## config.mk

```make
export PLATFORM = sky130hd
export DESIGN_NAME = jpeg_dct_feeder
export DESIGN_NICKNAME = d
export VERILOG_FILES = /design/src/rtl/jpeg_dct_feeder.sv
export SDC_FILE = /design/constraint.sdc
export NUM_CORES = 1
export LEC_CHECK = 0
export CORE_MARGIN = 1.5
export CORE_UTILIZATION = 59
export DETAILED_ROUTE_END_ITERATION = 8
export GPL_ROUTABILITY_DRIVEN = 1
export PLACE_DENSITY = 0.79
export SLEW_MARGIN = 20
export SYNTH_ARGS = -nofsm -noshare
export SYNTH_HDL_FRONTEND = slang
export SYNTH_SLANG_ARGS = --single-unit
```

## constraint.sdc

```tcl
create_clock -name clk_i -period 5 [get_ports clk_i]
set_clock_uncertainty 0.1 [all_clocks]
set_input_delay 0.75 -clock clk_i [delete_from_list [all_inputs] [get_ports clk_i]]
set_output_delay 0.75 -clock clk_i [all_outputs]
set_load 0.05 [all_outputs]
```

## src/rtl/jpeg_dct_feeder.sv

```systemverilog
// Buffers one 8x8 block from the DMA and replays it to the DCT as eight level-shifted rows.
// Each row takes 3 cycles (READ_LO, READ_HI, EMIT); EMIT holds row_o stable until row_ready_i.
module jpeg_dct_feeder #(
  parameter int BLK_WORDS = 16
) (
  input  logic        clk_i,
  input  logic        rst_i,
  input  logic [31:0] dma_bram_data,
  input  logic [8:0]  dma_bram_addr,
  input  logic        dma_bram_we,
  input  logic        start_dct,
  output logic        dct_busy,
  output logic [63:0] row_o,
  output logic [2:0]  row_idx_o,
  output logic        row_last_o,
  output logic        row_valid_o,
  input  logic        row_ready_i,
  output logic        overrun_o
);

  localparam logic [1:0] ST_IDLE    = 2'd0;
  localparam logic [1:0] ST_READ_LO = 2'd1;
  localparam logic [1:0] ST_READ_HI = 2'd2;
  localparam logic [1:0] ST_EMIT    = 2'd3;

  logic [1:0]  state_q, state_d;
  logic [2:0]  row_q;
  logic [31:0] buf_mem [BLK_WORDS];
  logic [31:0] rd_q;
  logic [31:0] lo_q;
  logic        busy_q;
  logic        ovr_q;
  logic        rd_en;
  logic        hshake;
  logic [3:0]  rd_addr;
  logic [3:0]  wr_addr;
  logic        unused_addr_hi;

  assign wr_addr        = dma_bram_addr[3:0];
  assign unused_addr_hi = ^dma_bram_addr[8:4];
  assign rd_en          = (state_q == ST_READ_LO) || (state_q == ST_READ_HI);
  assign rd_addr        = {row_q, (state_q == ST_READ_HI)};
  assign hshake         = (state_q == ST_EMIT) && row_ready_i;

  // Unreset storage with an enabled read register so it maps onto block RAM;
  // rd_q keeps the high word for the whole of EMIT because reads stop there.
  always_ff @(posedge clk_i) begin
    if (dma_bram_we) begin
      buf_mem[wr_addr] <= dma_bram_data;
    end
    if (rd_en) begin
      rd_q <= buf_mem[rd_addr];
    end
    if (state_q == ST_READ_HI) begin
      lo_q <= rd_q;
    end
  end

  always_comb begin
    state_d = state_q;
    case (state_q)
      ST_IDLE:    if (start_dct) state_d = ST_READ_LO;
      ST_READ_LO: state_d = ST_READ_HI;
      ST_READ_HI: state_d = ST_EMIT;
      ST_EMIT:    if (row_ready_i) state_d = (row_q == 3'd7) ? ST_IDLE : ST_READ_LO;
      default:    state_d = ST_IDLE;
    endcase
  end

  always_ff @(posedge clk_i) begin
    if (rst_i) begin
      state_q <= ST_IDLE;
      row_q   <= '0;
      busy_q  <= 1'b0;
      ovr_q   <= 1'b0;
    end else begin
      state_q <= state_d;
      busy_q  <= (state_d != ST_IDLE);
      if ((state_q == ST_IDLE) && start_dct) begin
        row_q <= '0;
      end else if (hshake) begin
        row_q <= row_q + 3'd1;
      end
      if (busy_q && (start_dct || dma_bram_we)) begin
        ovr_q <= 1'b1;
      end
    end
  end

  // XOR with 0x80 per byte is the unsigned-to-signed shift (pixel - 128).
  assign row_valid_o = (state_q == ST_EMIT);
  assign row_o       = row_valid_o ? {lo_q ^ 32'h8080_8080, rd_q ^ 32'h8080_8080} : 64'd0;
  assign row_idx_o   = row_q;
  assign row_last_o  = row_valid_o && (row_q == 3'd7);
  assign dct_busy    = busy_q;
  assign overrun_o   = ovr_q;

endmodule

```

=== Word level (Yosys, flattened, before mapping) ===
Memories as Yosys holds them, arrays and structs flattened. A register that Yosys moved wholly into a read port is not among the register bits.
Cells that the tools add are included.

* RAM bits: 512
* Bits in registers: 39
* Memories: 1
* Output and inout port bits: 71

{| class="wikitable"
|+ Memories
! name !! words !! width !! read ports !! clocked after Yosys merged registers in !! wr ports !! line !! RTL
|-
| buf_mem || 16 || 32 || 1 || 1 || 1 || 28 || <nowiki>logic [31:0] buf_mem [BLK_WORDS];</nowiki>
|}

* Multiplexer cells: 7
* Eq/ne operators: 4
* Reduce and logical (&&, ||, !) cells: 9
* Bitwise logic cells: 2
* Add/subtract/negate cells: 1

{| class="wikitable"
|+ Operator list
! cell !! count
|-
| $mux W64 || 1
|-
| $not A4 Y4 || 2
|-
| $pmux W2 S4 || 1
|-
| $eq A2 B2 Y1 const B || 2
|-
| $logic_and A1 B1 Y1 || 4
|-
| $mux W2 || 2
|-
| $add A3 B1 Y3 const B || 1
|-
| $eq A3 B3 Y1 const B || 1
|-
| $mux W1 || 3
|-
| $eq A2 B1 Y1 const B || 1
|-
| $logic_not A2 Y1 || 1
|-
| $logic_or A1 B1 Y1 || 2
|-
| $reduce_bool A2 Y1 || 1
|-
| $reduce_or A2 Y1 || 1
|}

=== Depth between registers and ports, before layout ===
Gate-level depths: netlist of run 1.

* Word-level depth: 5
* Depth in mapped cells: 8
* Gate-level depth less buffers: 6

=== Worst setup path before layout of run 1 ===
No wires, ideal clock.

* Kind: input to register
* From: input port dma_bram_addr[2]
* To: memory buf_mem[0][0] (enable)
* Setup time: 0.461 ns
* Stages: 2
* Arrival: 3.468 ns
* Setup slack: 0.970 ns
* Buffers on the path: 0
* Cells stage by stage: or3b_2 > nor3_1

{| class="wikitable"
|+ RTL lines
! element !! line !! RTL
|-
| start: declaration || 9 || <nowiki>input logic [8:0] dma_bram_addr,</nowiki>
|-
| end: declaration || 28 ||
|}

No word-level cell before the write port.

=== Worst setup path after layout of run 1 ===
* From: register state_q[1]
* To: output port row_o[16]

* Word-level cells in the longest chain between the ends: 2

{| class="wikitable"
|+ Ends and longest elaborated chain
! element !! line !! RTL
|-
| start: declaration || 26 || <nowiki>logic [1:0] state_q, state_d;</nowiki>
|-
| start signal: assignment || 77 || <nowiki>state_q <= state_d;</nowiki>
|-
| $eq A2 B2 Y1 || 91 || <nowiki>assign row_valid_o = (state_q == ST_EMIT);</nowiki>
|-
| $mux W64 || 92 || <nowiki>assign row_o = row_valid_o ? {lo_q ^ 32'h8080_8080, rd_q ^ 32'h8080_8080} : 64'd0;</nowiki>
|-
| end: declaration || 13 || <nowiki>output logic [63:0] row_o,</nowiki>
|}

No other way between the ends.

==> results of run 1 <==
[registers in the layout, summed over array words and instances, names as in the netlist]
signal and flops:
buf_mem 512, lo_q 32, rd_q 32, row_idx_o 3
state_q 2, dct_busy 1, overrun_o 1
[path summary, 6_finish.rpt]
check | from | end | slack [ps] | cells past startpoint
worst min-delay path | rd_q[29]$_DFFE_PP_ | lo_q[29]$_DFFE_PP_ | 340 | 0
worst max register to register | state_q[0]$_SDFF_PP0_ | rd_q[27]$_DFFE_PP_ | 1810 | 6
worst max-delay path | state_q[1]$_SDFF_PP0_ | row_o[16] | 1360 | 3
worst min register to register | rd_q[29]$_DFFE_PP_ | lo_q[29]$_DFFE_PP_ | 340 | 0
[cell usage after synthesis, drive strengths merged, types with 2 or more instances]
cell type	number	area [sq um]
inv	5	18.77
dfxtp	7	140.1
o21ai	2	10.01
a22oi	65	488.0
nand2b	4	25.02
mux4	128	2883
nand2	37	138.9
nor2b	10	62.56
buf	20	138.9
a21oi	4	20.02
nand3	3	15.01
nor3	5	25.02
edfxtp	576	17300
ha	6	75.07
nor2	15	56.30
clkbuf	31	116.4
and2	58	362.9
nand3b	2	15.01
[cells in the final DEF (no fill, tap or decap), drive strengths merged, types with 3 or more instances in the layout]
cell / netlist / routed
clkbuf: 31 / 70
clkinv: 0 / 27
nor3: 5 / 5
nand2b: 4 / 4
inv: 5 / 5
buf: 20 / 29
dfxtp: 7 / 7
bufinv: 0 / 4
clkdlybuf4s50: 0 / 111
nand2: 37 / 37
nand3: 3 / 3
a21oi: 4 / 4
and2: 58 / 58
nor2b: 10 / 10
a22oi: 65 / 65
edfxtp: 576 / 576
nor2: 15 / 15
ha: 6 / 6
mux4: 128 / 128
[per-layer routing]
layer / wire, um / GRT usage / part of all wire / up-vias
met5: 0 / 0 / 0 / -
met4: 1230 / 0.07464 / 0.026 / 0
met3: 4289 / 0.04109 / 0.090 / 92
met2: 24050 / 0.4268 / 0.50 / 628
met1: 18250 / 0.3565 / 0.38 / 5545
li1: - / - / - / 4386
[logic make-up after synthesis]
group,count (synthesis),share of synthesized area
buf+inv,56,0.01249
mux,128,0.1314
xor+xnor,1,0.0003992
flops,583,0.7946
fa+ha+maj,6,0.003421
compound gates,74,0.02475
simple gates,137,0.03301
[area by class of cell]
| class | instances | share of cell area |
|---|---|---|
| Sequential cell | 583 | 0.6820 |
| Multi-Input combinational cell | 346 | 0.1718 |
| Clock buffer | 70 | 0.05847 |
| Timing Repair Buffer | 140 | 0.05343 |
| Tap cell | 468 | 0.02290 |
| Clock inverter | 32 | 0.01057 |
| Inverter | 5 | 0.0007339 |
| Antenna cell | 1 | 0.00009785 |
[power by group through the flow]
stage / clock (mW) / combinational, mW / sequential (mW)
floorplan: 0 / 0.913 / 5.89
global placement: 0 / 1.28 / 5.90
detailed placement: 0 / 1.31 / 5.92
CTS: 4.12 / 1.33 / 5.82
global route: 4.29 / 1.40 / 5.85
finish: 4.07 / 1.31 / 5.83
[worst max-delay path: stages, from the launching register on]
cell	delay, ps
dfxtp_1	490
ha_4	620
and2_1	240
clkdlybuf4s50_1	840
==> reports/metrics.yaml, run 1 <==
global_routing:
  grt_max_degree: 72
  track_usage: 0.2558
  grt_pass1_wl_mm: 70.55
  antenna_found_initial: 1
  grt_pass1_vias: 10970
  grt_overflow: 0
placement:
  portBuffers: 111
  placed_area_sq_um: 23800
  hpwl_mm: 24.16
  place_congestion: 0.7234
  placedCellCount: 1542
  dp_worst_setup_slack_ps: 1511
cells_and_area:
  multiInputGateArea_sq_um: 4394
  fill_cells: 2114
  regArea_sq_um: 17440
  finish.utilization: 0.6985
  finalNonFillerCells: 1645
  nets: 1184
  flow.area_growth_from_synthesis_pct: 16.53
  drive_above_1_share: 0.2270
  fin_area_sq_um: 25570
drt:
  first_iter_violations: 1110
  wl_per_cell_um: 29.07
  first_pass_iters: 5
  ant_nets: 0
  vias: 10650
  drc: 0
  routed_wl_mm: 47.82
  post_drt_via_cell_ratio: 6.475
pwr:
  power_frac_comb: 0.117
  power_leakage_nw: 8.012
  internal-power_mw: 8.596
  seq_power_share: 0.520
  p_clk_frac: 0.363
  p_sw_mw: 2.612
  irDropWorstVdd_v: 0.0003012
  pwr_density_cell_nw_per_um2: 438.3
  finalPower_mw: 11.21
  p_sw_frac: 0.2331
clock_network:
  clk_pin_slew_worst_paths_ps: 60
  cts_tree: "yes"
  cts_setup_buffers: 0
  clk_latency_ps: 580
  cts_hold_buf: 0
  cts.sinks: 583
  cts_resized: 0
  cts_inserted_buffers: 56
  clock-root-buffer: "clkbuf_16"
  htreeDepth: 2
  ctsLongestPathBuffers: 3
floorplan:
  num_rows: 70
  io_pins: 117
  die_h_um: 195.9
  die_w_um: 195.9
  dieArea_sq_um: 38360
  initial_utilization: 0.5994
  core_sq_um: 36610
synthesis:
  synth_cell_type_count: 28
  synthArstFlopShare: 0
  synth_area_sq_um: 21940
  ys_seq_area_frac: 0.7946
  ys_warn_count: 0
  synth_edf_count: 576
  avgSynthCellArea_sq_um: 22.28
  synth_flop_cell: "edfxtp_1"
  syn_inst: 985
  syn_nets: 1037
  yosys_register_bits: 583
timing:
  clock.fmax_ghz: 0.2751
  setup_viol_count_final: 0
  tightest_slew_ps: 1087
  tns_ps: 0
  rsz0062_at_grt: "false"
  min_period_over_period: 0.7271
  hold_viol: 0
  hold_ws_ps: 339.4
  min_period_ps: 3636
  max_slew_margin: 0.2753
  report.final.slew_viol_count: 0
  fin_ws_ps: 1364
critical_path:
  worst-path-max-fanout: 71
  worst_ep_arrival_time_ps: 2790
  cp-end-kind: "primary output"
  critPathKind: "flop to primary output"
  crit_required_ps: 4150
  worstSetupStartpointType: "flop"
hold_path:
  hold_class: "flop to flop"
flow_run:
  maxCapViolCount: 0
run_status:
  status: "completed"
No activity file was read; power rests on OpenSTA's default activity.
==> run 2, diff against run 1 <==
Settings changed: CORE_UTILIZATION 59 to 54, PLACE_DENSITY 0.79 to 0.76.
Clock period 5 ns to 3.3 ns, I/O delays scaled along.
==> reports/metrics.yaml, run 2 (synthesis results as in run 1) <==
timing:
  max_slew_margin: 0.4571  # +0.1818
  min_period_over_period: 0.9657
  tns_ps: 0  # unchanged
  hold_ws_ps: 343.4  # +3.970 ps
  report.final.slew_viol_count: 0  # unchanged
  rsz0062_at_grt: "false"
  setup_viol_count_final: 0  # unchanged
  min_period_ps: 3187
  tightest_slew_ps: 814.4  # -272.7 ps
  hold_viol: 0  # unchanged
  clock.fmax_ghz: 0.3138
critical_path:
  worst_ep_arrival_time_ps: 2590  # -200 ps
  worst_path_max_delay_cell: "clkdlybuf4s50_1"
  cp-end-kind: "primary output"
  crit_required_ps: 2700  # -1450 ps
  cp_cell_sequence: "ha_2 > buf_12 > clkdlybuf4s50_1"
  worstSetupStartpointType: "flop"
  critPathKind: "flop to primary output"
  slowest_delay_ps: 850  # about the same
  worst-path-max-fanout: 64  # -9.9%
placement:
  hpwl_mm: 23.74  # -1.8%
  place_congestion: 0.7242  # +0.11%
  portBuffers: 111  # unchanged
clock_network:
  cts_tree: "yes"
  ctsLongestPathBuffers: 3  # unchanged
  cts.sinks: 583  # unchanged
  cts_inserted_buffers: 54  # -3.6%
  htreeDepth: 2  # unchanged
  clk_latency_ps: 570  # about the same
  clk_pin_slew_worst_paths_ps: 60  # about the same
  clock-root-buffer: "clkbuf_16"
  cts_setup_buffers: 0  # unchanged
cells_and_area:
  diodes: 0  # -1
  flow.area_growth_from_synthesis_pct: 17.56
  drive_above_1_share: 0.2285  # +0.001458
  reg.largest.list: "buf_mem x512, lo_q x32, rd_q x32"
  layout_commonest_cell: "edfxtp_1"
  nets: 1193  # +0.76%
  final_cell_mix: "576 x edfxtp_1, 128 x mux4_2, 65 x a22oi_1"
  finish.utilization: 0.6463  # -0.05219
  regMostFlops: "buf_mem"
  largest_reg_flops: 512  # unchanged
floorplan:
  num_rows: 73  # +4.3%
  initial_utilization: 0.5498  # -0.04962
  io_pins: 117  # unchanged
  dieArea_sq_um: 41860  # +9.1%
  core_sq_um: 39910  # +9.0%
  die_h_um: 204.6  # +4.5%
  die_w_um: 204.6  # +4.5%
drt:
  vias: 10580  # -0.70%
  ant_nets: 0  # unchanged
  first_iter_violations: 1209  # +8.9%
  post_drt_via_cell_ratio: 6.181  # -4.5%
  routed_wl_mm: 46.23  # -3.3%
  first_pass_iters: 5  # unchanged
  drc: 0  # unchanged
  wl_per_cell_um: 27.02  # -7.1%
run_status:
  status: "completed"
pwr:
  pwr_density_cell_nw_per_um2: 657.1  # +50%
  power_leakage_nw: 8.397  # +4.8%
  irDropWorstVdd_v: 0.0004234  # +41%
global_routing:
  track_usage: 0.2265  # -0.02932
  grt_max_degree: 130  # +81%
  grt_pass1_wl_mm: 68.58  # -2.8%
  grt_overflow: 0  # unchanged
  grt_pass1_vias: 10550  # -3.9%
  antenna_found_initial: 2  # +1
hold_path:
  hold_class: "flop to flop"
flow_run:
  maxCapViolCount: 0  # unchanged
run 2: cell types whose count changed in the layout (fill, tap and decap cells not counted), moves of 3 or more:
cell,previous run,this run
buf_12,3,13
dlygate4sd2_1,0,62
clkdlybuf4s50_1,111,48
clkinv_1,6,14
clkinv_4,4,1
nor3_2,4,0
clkinv_2,17,11
nor3_4,0,4
run 2: layer usage:
layer  vias up  track usage  share of wire  wire (um)
met4         2      0.06092          0.021        979
met5         -            0        0.00035         16
met3        79      0.04025          0.084       3878
met1      5550       0.3186           0.39      18110
li1       4408            -              -          -
met2       537       0.3703           0.50      23240
run 2: path summary, 6_finish.rpt:
kind / startpoint / end / slack, ps / cells past startpoint
worst max-delay path: state_q[1]$_SDFF_PP0_ / row_valid_o / 110 / 3
worst min-delay path: rd_q[27]$_DFFE_PP_ / lo_q[27]$_DFFE_PP_ / 340 / 0
worst max register to register: state_q[0]$_SDFF_PP0_ / rd_q[18]$_DFFE_PP_ / 720 / 6
worst min register to register: rd_q[27]$_DFFE_PP_ / lo_q[27]$_DFFE_PP_ / 340 / 0
run 2: worst max-delay path: cells and delay by family, from the launching register on:
kind	cells	cell delay, ps
adders and majority gates	1	420
buffers and inverters	2	1140
DFF	1	450
run 2: report_power, final:
| group | internal, mW | switching, mW | leakage, nW | total [mW] |
|---|---|---|---|---|
| clock network | 3.61 | 2.57 | 0.874 | 6.18 |
| registers | 8.66 | 0.160 | 5.28 | 8.82 |
| logic | 0.806 | 1.14 | 2.24 | 1.95 |
run 2: cell type report:
cell class / count / area (sq um)
Fill cell: 2523 / 14120
Clock inverter: 34 / 315.3
Sequential cell: 583 / 17440
Tap cell: 525 / 656.9
Multi-Input combinational cell: 346 / 4409
Clock buffer: 67 / 1464
Inverter: 5 / 18.77
Timing Repair Buffer: 151 / 1494
run 2: what timing repair did:
action	4_1_cts	5_1_grt
resized for setup	62	0
setup endpoints to repair	62	0
hold endpoints to repair	0	0
hold buffers	0	0
run 2: metrics by stage:
stage	setup slack [ps]	std cells	cell area (sq um)	power [mW]
finish	113.1	1711	25800	16.95
global route	26.52	1711	25800	17.47
global placement	594.2	1610	24100	10.93
floorplan	302.5	985	21960	10.30
CTS	93.14	1711	25800	17.06
detailed placement	547.8	1610	24100	10.97
==> run 3, diff against run 2 <==
Settings changed: CORE_UTILIZATION 54 to 64, PLACE_DENSITY 0.76 to 0.84.
Clock period 3.3 ns to 3.82 ns, I/O delays scaled along.
==> reports/metrics.yaml, run 3 (synthesis results as in run 1) <==
run_status:
  status: "completed"
timing:
  tightest_slew_ps: 1101  # +286.7 ps
  max_slew_margin: 0.2642  # -0.1929
  rsz0062_at_grt: "false"
  report.final.slew_viol_count: 0  # unchanged
  hold_ws_ps: 343.3  # -0.1430 ps
  min_period_ps: 3627
  hold_viol: 0  # unchanged
  fin_ws_ps: 193.3  # +80.22 ps
  min_period_over_period: 0.9494
  setup_viol_count_final: 0  # unchanged
  clock.fmax_ghz: 0.2757
  tns_ps: 0  # unchanged
critical_path:
  critPathBufInv: 2  # unchanged
  cp_cell_sequence: "ha_4 > buf_4 > nor2b_1 > clkdlybuf4s50_1"
  critPathTopFamily: "buffers and inverters"
  cp.depth: 4  # +1
  worstSetupStartpointType: "flop"
  critPathKind: "flop to primary output"
  cp-end-kind: "primary output"
  slowest_delay_ps: 830  # -20 ps
  crit_required_ps: 3150  # +450 ps
  worst-path-max-fanout: 30  # -53%
  worst_ep_arrival_time_ps: 2950  # +360 ps
  reg2regPathDepth: 6  # unchanged
  worst_path_max_delay_cell: "clkdlybuf4s50_1"
clock_network:
  clk_pin_slew_worst_paths_ps: 60  # about the same
  cts.sinks: 583  # unchanged
  htreeDepth: 2  # unchanged
  clk_latency_ps: 590  # +20 ps
  cts_hold_buf: 0  # unchanged
  cts_resized: 0  # -100%
  cts_setup_buffers: 0  # unchanged
  clock-root-buffer: "clkbuf_16"
  cts_inserted_buffers: 55  # +1.9%
  cts_tree: "yes"
  ctsLongestPathBuffers: 3  # unchanged
drt:
  first_iter_violations: 1385  # +15%
  post_drt_via_cell_ratio: 6.765  # +9.4%
  routed_wl_mm: 50.68  # +9.6%
  drc: 0  # unchanged
  first_pass_iters: 7  # +2
  vias: 10970  # +3.8%
  ant_nets: 0  # unchanged
  wl_per_cell_um: 31.25  # +16%
cells_and_area:
  flow.area_growth_from_synthesis_pct: 17.11
  drive_above_1_share: 0.2232  # -0.005331
  finish.utilization: 0.7645  # +0.1182
  final_cell_mix: "576 x edfxtp_1, 128 x mux4_2, 111 x clkdlybuf4s50_1"
  fin_area_sq_um: 25700  # -0.38%
  layout_commonest_cell: "edfxtp_1"
  regMostFlops: "buf_mem"
  diodes: 0  # unchanged
  reg.largest.list: "buf_mem x512, lo_q x32, rd_q x32"
  nets: 1185  # -0.67%
  largest_reg_flops: 512  # unchanged
placement:
  dp_worst_setup_slack_ps: 657.9  # +110.1 ps
  placed_area_sq_um: 23900  # -0.80%
  place_congestion: 0.7414  # +2.4%
  portBuffers: 111  # unchanged
  hpwl_mm: 24.95  # +5.1%
hold_path:
  worstHoldPathCells: 0  # unchanged
  hold_class: "flop to flop"
floorplan:
  initial_utilization: 0.6528  # +0.1030
  die_h_um: 188.2  # -8.0%
  die_w_um: 188.2  # -8.0%
  dieArea_sq_um: 35410  # -15%
  num_rows: 67  # -8.2%
  io_pins: 117  # unchanged
  core_sq_um: 33620  # -16%
flow_run:
  maxCapViolCount: 0  # unchanged
global_routing:
  grt_max_degree: 119  # -8.5%
  track_usage: 0.2915  # +0.06506
  grt_overflow: 0  # unchanged
  grt_pass1_vias: 11390  # +8.0%
  grt_pass1_wl_mm: 73.99  # +7.9%
  antenna_found_initial: 1  # -1
pwr:
  power_leakage_nw: 8.047  # -4.2%
  irDropWorstVdd_v: 0.0004421  # +4.4%
  pwr_density_cell_nw_per_um2: 576.1  # -12%
==> run 3: cell count changes in the layout (fill, tap and decap cells not counted), sizes merged <==
| cell | before | now |
|---|---|---|
| clkbuf | 67 | 72 |
| inv | 6 | 7 |
| clkdlybuf4s50 | 48 | 111 |
| clkinv | 26 | 18 |
| dlygate4sd2 | 62 | 0 |
| buf | 41 | 31 |
| bufinv | 6 | 5 |
==> run 3: worst paths after layout <==
kind,startpoint,endpoint,slack (ps)
setup / recovery,state_q[1]$_SDFF_PP0_,row_o[7],190
hold / removal,rd_q[22]$_DFFE_PP_,lo_q[22]$_DFFE_PP_,340
setup reg to reg,state_q[0]$_SDFF_PP0_,rd_q[28]$_DFFE_PP_,1050
hold reg to reg,rd_q[22]$_DFFE_PP_,lo_q[22]$_DFFE_PP_,340
==> run 3: metrics by stage <==
| stage | power (mW) | std cells |
|---|---|---|
| 3_5_place_dp | 9.463 | 1524 |
| 4_1_cts | 14.85 | 1622 |
| 3_3_place_gp | 9.385 | 1524 |
| 2_1_floorplan | 8.899 | 985 |
| 6_report | 14.81 | 1622 |
| 5_1_grt | 15.22 | 1622 |
==> run 3: power by group <==
group,internal [mW],leakage [nW],switching (mW)
registers,7.48,5.28,0.162
logic,0.717,1.89,1.02
clock network,3.13,0.875,2.29
==> run 3: per-layer routing <==
| layer | up-vias | share of wire | global-route usage |
|---|---|---|---|
| met5 | - | 0 | 0 |
| met1 | 5691 | 0.36 | 0.3879 |
| met2 | 772 | 0.52 | 0.4938 |
| li1 | 4383 | - | - |
| met3 | 127 | 0.094 | 0.04749 |
| met4 | 0 | 0.034 | 0.1114 |
==> run 3: worst reg2reg max path, cell delays in order (launching register included) <==
cell,delay [ps]
dfxtp_1,400
inv_1,210
ha_4,210
buf_4,620
mux4_2,630
a22oi_1,190
nand2_1,140
==> run 3: layout make-up <==
type / count / area, sq um
Timing Repair Buffer: 142 / 1494
Multi-Input combinational cell: 346 / 4400
Clock inverter: 26 / 264.0
Inverter: 5 / 18.77
Clock buffer: 72 / 1521
Fill cell: 1630 / 7916
Tap cell: 448 / 560.5
Sequential cell: 583 / 17440
